==> config.mk <==
export PLATFORM = sky130hd
export DESIGN_NAME = rete_multireg_seq
export DESIGN_NICKNAME = d
export VERILOG_FILES = /design/src/rtl/rete_multireg_seq.sv
export SDC_FILE = /design/constraint.sdc
export NUM_CORES = 1
export LEC_CHECK = 0
export ABC_CLOCK_PERIOD_IN_PS = 4200
export CAP_MARGIN = 15
export CORE_AREA = 2 2 128 130
export DETAILED_ROUTE_END_ITERATION = 16
export DIE_AREA = 0 0 130 132
export PLACE_DENSITY = 0.57
export SLEW_MARGIN = 20
export SYNTH_ARGS = -nofsm -noshare
export SYNTH_HDL_FRONTEND = slang
export SYNTH_SLANG_ARGS = --single-unit
==> constraint.sdc <==
create_clock -name clock -period 4.2 [get_ports clock]
set_input_delay 0.42 -clock clock [delete_from_list [all_inputs] [get_ports clock]]
set_output_delay 0.42 -clock clock [all_outputs]
set_load 0.01 [all_outputs]
==> src/rtl/rete_multireg_seq.sv <==
// Register-file datapath with a single-cycle multi-op ALU and a multi-cycle shift-add
// multiplier behind a ready/valid handshake; out shows any register combinationally.
module rete_multireg_seq #(
    parameter int N = 8,
    parameter int R = 4,
    localparam int LR = $clog2(R)
) (
    input  logic          clock,
    input  logic          reset_n,
    input  logic [N-1:0]  x,
    input  logic [N-1:0]  y,
    input  logic          op_valid,
    output logic          op_ready,
    input  logic [2:0]    aluop,
    input  logic [LR-1:0] sel_a,
    input  logic          use_x,
    input  logic [LR-1:0] sel_b,
    input  logic          use_y,
    input  logic [LR-1:0] dst,
    input  logic [LR-1:0] rd_sel,
    output logic [N-1:0]  out,
    output logic          zero,
    output logic          carry,
    output logic          done
);
    localparam int CW = $clog2(N + 1);

    typedef enum logic {IDLE, BUSY} state_t;

    state_t          state;
    logic [N-1:0]    regs [R];
    logic [N-1:0]    opa, opb;
    logic [N:0]      alu;
    logic [2*N-1:0]  mcand, acc, acc_next;
    logic [N-1:0]    mplier;
    logic [CW-1:0]   cnt;
    logic [LR-1:0]   mul_dst;
    logic            last_step;

    always_comb begin
        opa = use_x ? x : regs[sel_a];
        opb = use_y ? y : regs[sel_b];
        alu = '0;
        case (aluop)
            3'd0:    alu = {1'b0, opa} + {1'b0, opb};
            3'd1:    alu = {1'b0, opa} - {1'b0, opb};  // bit N is the borrow
            3'd2:    alu = {1'b0, opa & opb};
            3'd3:    alu = {1'b0, opa | opb};
            3'd4:    alu = {1'b0, opa ^ opb};
            3'd5:    alu = {1'b0, opa};
            3'd6:    alu = {opa, 1'b0};
            default: alu = '0;
        endcase
    end

    // One shift-add step per BUSY cycle, LSB of the multiplier first.
    always_comb begin
        acc_next  = acc + (mplier[0] ? mcand : '0);
        last_step = (cnt == CW'(N - 1));
    end

    always_ff @(posedge clock or negedge reset_n) begin
        if (!reset_n) begin
            state   <= IDLE;
            for (int unsigned i = 0; i < R; i++) regs[i] <= '0;
            zero    <= 1'b0;
            carry   <= 1'b0;
            done    <= 1'b0;
            mcand   <= '0;
            mplier  <= '0;
            acc     <= '0;
            cnt     <= '0;
            mul_dst <= '0;
        end else begin
            done <= 1'b0;
            case (state)
                IDLE: begin
                    if (op_valid) begin
                        if (aluop == 3'd7) begin
                            mcand   <= {{N{1'b0}}, opa};
                            mplier  <= opb;
                            acc     <= '0;
                            cnt     <= '0;
                            mul_dst <= dst;
                            state   <= BUSY;
                        end else begin
                            regs[dst] <= alu[N-1:0];
                            zero      <= (alu[N-1:0] == '0);
                            carry     <= alu[N];
                        end
                    end
                end
                BUSY: begin
                    acc    <= acc_next;
                    mcand  <= mcand << 1;
                    mplier <= mplier >> 1;
                    cnt    <= cnt + CW'(1);
                    if (last_step) begin
                        regs[mul_dst] <= acc_next[N-1:0];
                        zero          <= (acc_next[N-1:0] == '0);
                        carry         <= (acc_next[2*N-1:N] != '0);
                        done          <= 1'b1;
                        state         <= IDLE;
                    end
                end
                default: state <= IDLE;
            endcase
        end
    end

    assign op_ready = (state == IDLE);
    assign out      = regs[rd_sel];
endmodule

== After elaboration in Yosys (flattened, before gate mapping) ==
Index checks and enable logic that the tools add are counted.

* Add/subtract/negate cells: 4
* Mux-type cells: 49
* Magnitude comparators: 7
* Reductions and logical operators: 9
* Bitwise logic cells: 9
* Equal/unequal tests: 12

{| class="wikitable"
|+ Operators by type and width
! kind !! count
|-
| $mux 32 || 3
|-
| $mux 8 || 12
|-
| $mux 16 || 5
|-
| $bwmux 32 || 2
|-
| $pmux 16 s2 || 2
|-
| $pmux 32 s2 || 1
|-
| $pmux 9 s7 || 1
|-
| $bmux 8 s2 || 3
|-
| $demux 8 s2 || 2
|-
| $add 16x16->16 || 1
|-
| $logic_not 8->1 || 2
|-
| $pmux 8 s2 || 1
|-
| $ge 3x3->1 const B || 5
|-
| $not 2->3 || 5
|-
| $eq 3x3->1 const B || 4
|-
| $mux 1 || 11
|-
| $add 8x8->9 || 1
|-
| $sub 8x8->9 || 1
|-
| $and 8x8->8 || 1
|-
| $mux 4 || 2
|-
| $or 8x8->8 || 1
|-
| $pmux 4 s2 || 1
|-
| $reduce_bool 8->1 || 1
|-
| $xor 8x8->8 || 1
|-
| 13 further kinds || 21
|}

* Register bits after elaboration: 82
* Output and inout bits: 12
* Input port bits: 32
* Logic and storage cells: 103

== Longest topological paths before layout ==
Gate-level depths: netlist of run 1.

* Word-level depth: 11
* Gate-level depth with buffers: 16
* Gate-level depth less buffers: 14

== Least setup slack after synthesis of run 1 ==
OpenSTA, ideal clock, no wires.

* Kind: input -> register
* From: in sel_b[0]
* To: reg regs[6] (netlist name)
* Library setup time: 0.066 ns
* Arrival: 3.702 ns
* Cell stages on the path: 15
* Data required time: 4.134 ns
* Setup slack: 0.432 ns
* Buffers on the path: 2
* Path through: buf_6 mux4_2 mux2i_1 inv_2 nor2_1 a31oi_1 xnor2_1 ha_1 clkbuf_1 and3_1 a2111oi_0 xor2_1 mux4_2 o22ai_1 a22o_1

* Longest elaborated chain between the ends: 11
* Elaborated cells on any way between the ends: 15
* Classes of those cells: 2 x add/sub; 9 x mux; 4 x bitwise

{| class="wikitable"
|+ RTL lines
! element !! RTL line !! source
|-
| start, declared || 17 || <nowiki>input logic [LR-1:0] sel_b,</nowiki>
|-
| $not 2->3 (implied by the code) (*) || 42 || <nowiki>opb = use_y ? y : regs[sel_b];</nowiki>
|-
| $bmux 8 s2 (*) || 42 ||
|-
| $mux 8 (implied by the code) (*) (2 in a row) || 42 ||
|-
| $mux 8 (*) || 42 ||
|-
| $sub 8x8->9 (tied with other cells) || 46 || <nowiki>3'd1: alu = {1'b0, opa} - {1'b0, opb};</nowiki>
|-
| $pmux 9 s7 (*) || 44 || <nowiki>case (aluop)</nowiki>
|-
| $bwmux 32 (*) || 87 || <nowiki>regs[dst] <= alu[N-1:0];</nowiki>
|-
| $mux 32 (*) || 79 || <nowiki>if (aluop == 3'd7) begin</nowiki>
|-
| $mux 32 (*) || 78 || <nowiki>if (op_valid) begin</nowiki>
|-
| $pmux 32 s2 (*) || 76 || <nowiki>case (state)</nowiki>
|-
| end signal, assigned by index || 87 ||
|-
| end signal, assigned by index || 99 || <nowiki>regs[mul_dst] <= acc_next[N-1:0];</nowiki>
|-
| end, declared || 31 || <nowiki>logic [N-1:0] regs [R];</nowiki>
|}

Mark *: on every way between the ends. The rest lies on a longest branch, timed or not. The select of a mux whose other input is x is not followed.
A chain may end at the register's enable or synchronous reset.

== Final worst setup path of run 1 ==
Same ends and word-level chain as after synthesis.

==> run_results.csv, run 1 <==
group,metric,value,unit
critical_path,timing.rr.start,"regs[25]",
die,initial_utilization,0.415,
critical_path,path_depth,16,
cells_and_area,layout_common_cells,"nand2_1 (103), dfrtp_1 (81), buf_4 (58), nor2_1 (45), clkdlybuf4s50_1 (42)",
power,internal-power,2.72,mW
cells_and_area,drive_above_1_share,0.168,
cts,root_buffer,"clkbuf_16",
timing,post-route-min-period,4.02,ns
logic_synthesis,ys_seq_elements,82,
power,power_density,612,mW/mm^2
cells_and_area,area.growth.synth_to_final,19.4,%
cts,clkSlewWorstSetupHoldPaths,0.06,ns
critical_path,cp_top_family,"multiplexers",
cts,tritoncts,"yes",
power,finalPower,4.76,mW
logic_synthesis,syn_inst,728,
power,swShare,0.429,
detailed_routing,post_drt_wl_per_cell,19.3,um
critical_path,critPathKind,"primary input to register",
power,clkPwrFrac,0.173,
cells_and_area,fin_cells,1018,
global_routing,grt_max_degree,83,
global_routing,grt_overflow,0,
critical_path,worstPathMaxFanout,5,
cells_and_area,diodes,0,
power,ir_worst_vdd,337,uV
flow_run,drv_cap,0,
critical_path,crit_buf_inv,4,
cells_and_area,final_common_cell,"nand2_1",
critical_path,arrival,4.30,ns
global_routing,track_usage,0.236,
die,row_count,46,
power,comb_power_share,0.519,
power,p_seq_frac,0.308,
critical_path,crit_start,"sel_b[0]",
logic_synthesis,yosysSeqAreaShare,0.315,
cts,cts_resized,0,
cts,clk_latency,0.35,ns
cts,clk_path_buf_depth,2,
timing,finalSetupViolCount,0,
critical_path,ff2ff_path_depth,15,
critical_path,crit_path_cell_trace,"clkdlybuf4s50_1, buf_4, mux4_2, mux2i_4, inv_2, nor2_1, a31oi_1, xnor2_1, ha_1, and3_1, a2111oi_1, buf_4, xor2_1, mux4_2, o22ai_1, a22o_1",
detailed_routing,wirelength,19.6,mm
detailed_routing,postRouteAntennaNets,0,
cts,cts_sinks,82,
critical_path,end_kind,"register",
placed_design,numPortBuffers,43,
timing,rsz0062_at_grt,"false",
worst_hold_path,hp-class,"primary input to asynchronous set/reset pin",
critical_path,slowest_stage,"mux4_2",
placed_design,dp_hpwl,15.1,mm
die,die_y,132,um
global_routing,first_global_vias,5668,
power,switchingPower,2.04,mW
cts,cts.htree.levels,3,
logic_synthesis,syn_area,0.00652,mm^2
cells_and_area,fill_cells,1502,
power,power_leakage,3.33,nW
logic_synthesis,synth_area_per_cell,8.95,um^2
critical_path,start_kind,"primary input",
placed_design,place_congestion,0.903,
die,die_width,130,um
cells_and_area,nets,872,
timing,skew,0.00831,ns
timing,slew_viol_final,0,
logic_synthesis,yosys_warnings,0,
timing,hold_violations,0,
detailed_routing,drt_iter0_markers,459,
detailed_routing,num_vias,5806,
timing,fmax,249,MHz
global_routing,grt_pass1_wl,31.2,mm
timing,worstMarginPinSlew,0.873,ns
cts,cts_setup_buffers,0,
die,io_pins,44,
critical_path,cpPeakStageDelay,0.55,ns
run_status,status,"complete, no violations",
cts,cts_buffers,9,
detailed_routing,first_pass_iters,5,
die,fp.coreArea,0.0157,mm^2
logic_synthesis,synth_ff_type,"dfrtp_1",
logic_synthesis,async_flop_share,1.00,
cells_and_area,post-route-util,0.495,
timing,relSlewSlack,0.414,
global_routing,antenna_found_initial,0,
detailed_routing,drcViolationCount,0,
critical_path,cp.required,4.48,ns
logic_synthesis,yosysUniqueCellTypes,73,
logic_synthesis,synth_edf_count,0,
die,die-area,0.0172,mm^2
cts,ctsHoldBuffers,0,
placed_design,dp_cells,1002,
detailed_routing,via_per_inst,5.70,
logic_synthesis,postSynthNetCount,803,
timing,period_share,0.957,
-- final cells by class --
cell class	count	area, um^2	area share
clock buffers	11	243	0.0312
flip-flops and latches	82	2050	0.264
multi-input cells	572	4150	0.533
well taps	216	270	0.0347
clock inverters	5	62.6	0.00804
repair buffers	102	887	0.114
inverters	30	115	0.0148
-- cells in the mapped netlist (5+ instances only) --
master,n,share of area
a211oi_1,6,0.0069
a21oi_1,40,0.031
a22o_1,12,0.016
a22oi_1,8,0.0092
and2_1,17,0.016
and3_1,10,0.0096
clkbuf_1,33,0.019
dfrtp_1,82,0.31
ha_1,41,0.079
inv_1,19,0.011
inv_2,8,0.0046
mux2_2,5,0.0086
mux2i_1,10,0.015
mux4_2,25,0.086
nand2_1,103,0.059
nand2b_1,12,0.012
nand3_1,15,0.012
nor2_1,45,0.026
nor3_1,11,0.0084
o211ai_1,9,0.010
o21ai_0,41,0.031
o21ai_1,34,0.026
o22a_1,9,0.012
o22ai_1,22,0.021
or3_1,5,0.0048
xnor2_1,16,0.022
xor2_1,8,0.011
-- cell families after synthesis --
family / count (synthesis) / synth area share
multiplexers: 43 / 0.121
AND/OR/NAND/NOR: 241 / 0.176
buffers and inverters: 74 / 0.0488
adder cells (fa/ha/maj): 43 / 0.0849
AO/OA/AOI/OAI: 221 / 0.222
XOR/XNOR: 24 / 0.0323
flip-flops: 82 / 0.315
-- flip-flops by register name (all words and copies together) (netlist names) --
signal and count:
mplier 8, zero 1, carry 1, mul_dst 2, state 1, done 1
mcand 16, acc 16, regs 32, cnt 4
-- per-stage QoR --
stage	setup TNS [ns]	worst slack, ns	area (um^2)	hold WS [ns]
after floorplan	0	0.432	6520	0.124
after global placement	-0.814	-0.173	7470	0.468
after detailed placement	-1.45	-0.233	7470	0.479
after CTS	0	0.0891	7770	0.294
after global routing	0	0.0136	7780	0.167
final	0	0.180	7780	0.104
-- final timing paths --
| kind | end | slack [ns] |
|---|---|---|
| max reg2reg | regs[6] | 0.46 |
| min reg2reg | mplier[1] | 0.49 |
| min in group clock | mplier[1] | 0.49 |
| min | regs[0] | 0.10 |
| max | regs[6] | 0.18 |
| max in group asynchronous | state | 3.52 |
-- layer usage --
layer	vias up	wire length (um)	track usage
met5	-	0	0
met4	0	225	0.0573
met3	17	703	0.0304
met2	154	9310	0.371
met1	2830	9380	0.345
li1	2805	-	-
-- power by group through the flow --
| stage | Clock [mW] | Combinational (mW) | Sequential (mW) |
|---|---|---|---|
| after global routing | 0.872 | 2.71 | 1.52 |
| after global placement | 0 | 2.40 | 1.45 |
| after CTS | 0.836 | 2.45 | 1.46 |
| after floorplan | 0 | 1.67 | 1.27 |
| final | 0.825 | 2.47 | 1.46 |
| after detailed placement | 0 | 2.43 | 1.47 |
Power figures use the tool's default switching activity.
==> run 2: changes to the inputs <==
--- a/config.mk
+++ b/config.mk
@@ -5,11 +5,13 @@
 export SDC_FILE = /design/constraint.sdc
 export NUM_CORES = 1
 export LEC_CHECK = 0
+export ABC_AREA = 1
 export ABC_CLOCK_PERIOD_IN_PS = 4200
 export CAP_MARGIN = 15
-export CORE_AREA = 2 2 128 130
+export CORE_AREA = 2 2 131 133
+export CTS_CLUSTER_SIZE = 28
 export DETAILED_ROUTE_END_ITERATION = 16
-export DIE_AREA = 0 0 130 132
+export DIE_AREA = 0 0 133 135
 export PLACE_DENSITY = 0.57
 export SLEW_MARGIN = 20
 export SYNTH_ARGS = -nofsm -noshare
==> run 2 against run 1 <==
Critical path depth increased by 7. Clock power shrank 5.6%. Critical path type unchanged. Final cell count up 23%. Via count is 14% higher.
==> run_results.csv, run 2 <==
group,metric,value,unit
run_status,status,"complete, no violations",
timing,period_share,0.876,
timing,skew,0.0102,ns
die,die_y,135,um
cells_and_area,final_common_cell,"nand2_1",
cts,cts_sinks,82,
global_routing,antenna_found_initial,0,
detailed_routing,wirelength,21.0,mm
timing,hold_violations,0,
logic_synthesis,yosysUniqueCellTypes,52,
global_routing,grt_pass1_wl,33.7,mm
logic_synthesis,yosys_warnings,0,
logic_synthesis,ys_seq_elements,82,
critical_path,arrival,3.89,ns
cts,tritoncts,"yes",
logic_synthesis,synth_ff_type,"dfrtp_1",
logic_synthesis,ys_top_cells_by_count,"nand2_1 (267), inv_1 (126), a21oi_1 (93)",
timing,worstMarginPinSlew,0.651,ns
detailed_routing,postRouteAntennaNets,0,
global_routing,first_global_vias,6234,
cells_and_area,drive_above_1_share,0.106,
detailed_routing,post_drt_wl_per_cell,16.8,um
power,internal-power,2.13,mW
timing,post-route-min-period,3.68,ns
cts,ctsHoldBuffers,0,
critical_path,worstPathMaxFanout,8,
timing,whs,0.0667,ns
cells_and_area,reg_top3,"regs x32, acc x16, mcand x16",
die,initial_utilization,0.416,
cts,clkSlewWorstSetupHoldPaths,0.07,ns
logic_synthesis,synth.most_common_cell,"nand2_1",
cells_and_area,diodes,0,
power,power_density,503,mW/mm^2
detailed_routing,drt_iter0_markers,577,
logic_synthesis,syn_inst,990,
detailed_routing,first_pass_iters,5,
cells_and_area,area.growth.synth_to_final,13.1,%
global_routing,grt_max_degree,48,
placed_design,place_congestion,0.975,
timing,setup_ws,0.521,ns
cts,root_buffer,"clkbuf_16",
cells_and_area,fill_cells,1695,
placed_design,place_ws,0.190,ns
power,ir_worst_vdd,261,uV
power,swShare,0.450,
logic_synthesis,syn_area,0.00682,mm^2
cts,cts.htree.levels,3,
critical_path,r2r_slack,0.75,ns
cells_and_area,layout_common_cells,"nand2_1 (267), inv_1 (126), a21oi_1 (93), dfrtp_1 (82), o21ai_0 (66)",
detailed_routing,drcViolationCount,0,
placed_design,dp_hpwl,16.2,mm
timing,fmax,272,MHz
critical_path,start_kind,"primary input",
logic_synthesis,synth_area_leaders,"dfrtp_1 (30%), nand2_1 (15%), ha_1 (7.5%), inv_1 (6.9%), a21oi_1 (6.8%)",
flow_run,drv_cap,0,
die,die-area,0.0180,mm^2
logic_synthesis,synth_area_leader_cell,"dfrtp_1",
die,die_width,133,um
power,p_seq_frac,0.331,
critical_path,end_kind,"register",
logic_synthesis,postSynthNetCount,1065,
logic_synthesis,async_flop_share,1.00,
logic_synthesis,synth_top_area_frac,0.301,
detailed_routing,via_per_inst,5.27,
cts,cts_resized,0,
placed_design,numPortBuffers,43,
global_routing,grt_overflow,0,
worst_hold_path,hp-class,"primary input to asynchronous set/reset pin",
power,power_leakage,3.94,nW
timing,relSlewSlack,0.565,
cells_and_area,top_register,"regs",
detailed_routing,num_vias,6594,
power,switchingPower,1.74,mW
power,comb_power_share,0.468,
cells_and_area,largest_reg_flops,32,
cts,cts_setup_buffers,0,
timing,slew_viol_final,0,
cells_and_area,nets,1102,
cells_and_area,fin_cells,1252,
logic_synthesis,yosysSeqAreaShare,0.301,
die,io_pins,44,
critical_path,critPathKind,"primary input to register",
die,row_count,47,
global_routing,track_usage,0.242,
timing,setup_tns,0,ns
logic_synthesis,synth_area_per_cell,6.89,um^2
cts,clk_path_buf_depth,2,
critical_path,cp.required,4.41,ns
power,clkPwrFrac,0.201,
cts,clk_latency,0.36,ns
placed_design,dp_cells,1236,
timing,rsz0062_at_grt,"false",
die,fp.coreArea,0.0164,mm^2
timing,finalSetupViolCount,0,
logic_synthesis,synth_edf_count,0,
cts,cts_buffers,9,
-- run 2: area by class of cell --
class / instances / area (um^2) / share of cell area
Tap cell: 220 / 275 / 0.0357
Inverter: 150 / 568 / 0.0736
Clock buffer: 10 / 239 / 0.0310
Sequential cell: 82 / 2050 / 0.266
Clock inverter: 6 / 48.8 / 0.00632
Timing Repair Buffer: 57 / 533 / 0.0691
Multi-Input combinational cell: 727 / 4000 / 0.518
-- run 2: metal layers --
metal,track usage,share of wire,vias to the layer above
met5,0,0,-
met4,0.0759,0.022,0
met3,0.0390,0.063,27
met2,0.368,0.44,199
met1,0.351,0.47,3052
li1,-,-,3316
-- run 2: path summary, 6_finish.rpt --
kind | start | to | cells after the start
hold / removal | reset_n | acc[11] | 1
max in group asynchronous | reset_n | mplier[1] | 2
min in group clock | cnt[3] | cnt[3] | 1
setup / recovery | sel_b[1] | regs[5] | 23
hold reg to reg | cnt[3] | cnt[3] | 1
setup reg to reg | regs[16] | regs[7] | 23
-- run 2: critical path, cell delays in order --
cell and delay, ns:
clkdlybuf4s50_1 0.61, inv_2 0.12, a21oi_1 0.13, o21ai_0 0.09, nand2_1 0.07, nand2_1 0.06
o21ai_2 0.09, inv_1 0.09, ha_1 0.20, or2_2 0.30, xnor2_1 0.13, ha_1 0.37
nand3_1 0.12, nand2_1 0.10, nand2_1 0.06, o21ai_0 0.25, nand2_1 0.08, nand2_1 0.07
nor2_1 0.04, nor2_1 0.17, inv_1 0.12, a21oi_1 0.15, a21oi_1 0.05
-- run 2: power groups by stage --
stage               clock network (mW)  registers (mW)  logic [mW]
CTS                              0.789            1.28        1.80
detailed placement                   0            1.29        1.79
floorplan                            0            1.20        1.32
global route                     0.823            1.32        2.06
finish                           0.779            1.28        1.82
global placement                     0            1.29        1.79
-- run 2: logic make-up after synthesis --
kind of cell             share of synthesized area
AO/OA/AOI/OAI                                0.206
flip-flops                                   0.301
adder cells (fa/ha/maj)                     0.0811
buffers and inverters                        0.113
AND/OR/NAND/NOR                              0.278
XOR/XNOR                                    0.0218
-- run 2: through the flow --
step	utilization	power [mW]	area [um^2]
after CTS	0.470	3.87	7720
after floorplan	-	2.51	6820
after global placement	0.453	3.08	7430
after detailed placement	0.453	3.08	7430
final	0.470	3.88	7720
after global routing	0.470	4.20	7720
==> run 3: changes to the inputs <==
--- a/config.mk
+++ b/config.mk
@@ -13,6 +13,7 @@
 export DETAILED_ROUTE_END_ITERATION = 16
 export DIE_AREA = 0 0 133 135
 export PLACE_DENSITY = 0.57
+export SKIP_LAST_GASP = 1
 export SLEW_MARGIN = 20
 export SYNTH_ARGS = -nofsm -noshare
 export SYNTH_HDL_FRONTEND = slang
==> results of run 3 <==
No change in the layout: final DEF, timing and power equal those of run 2.
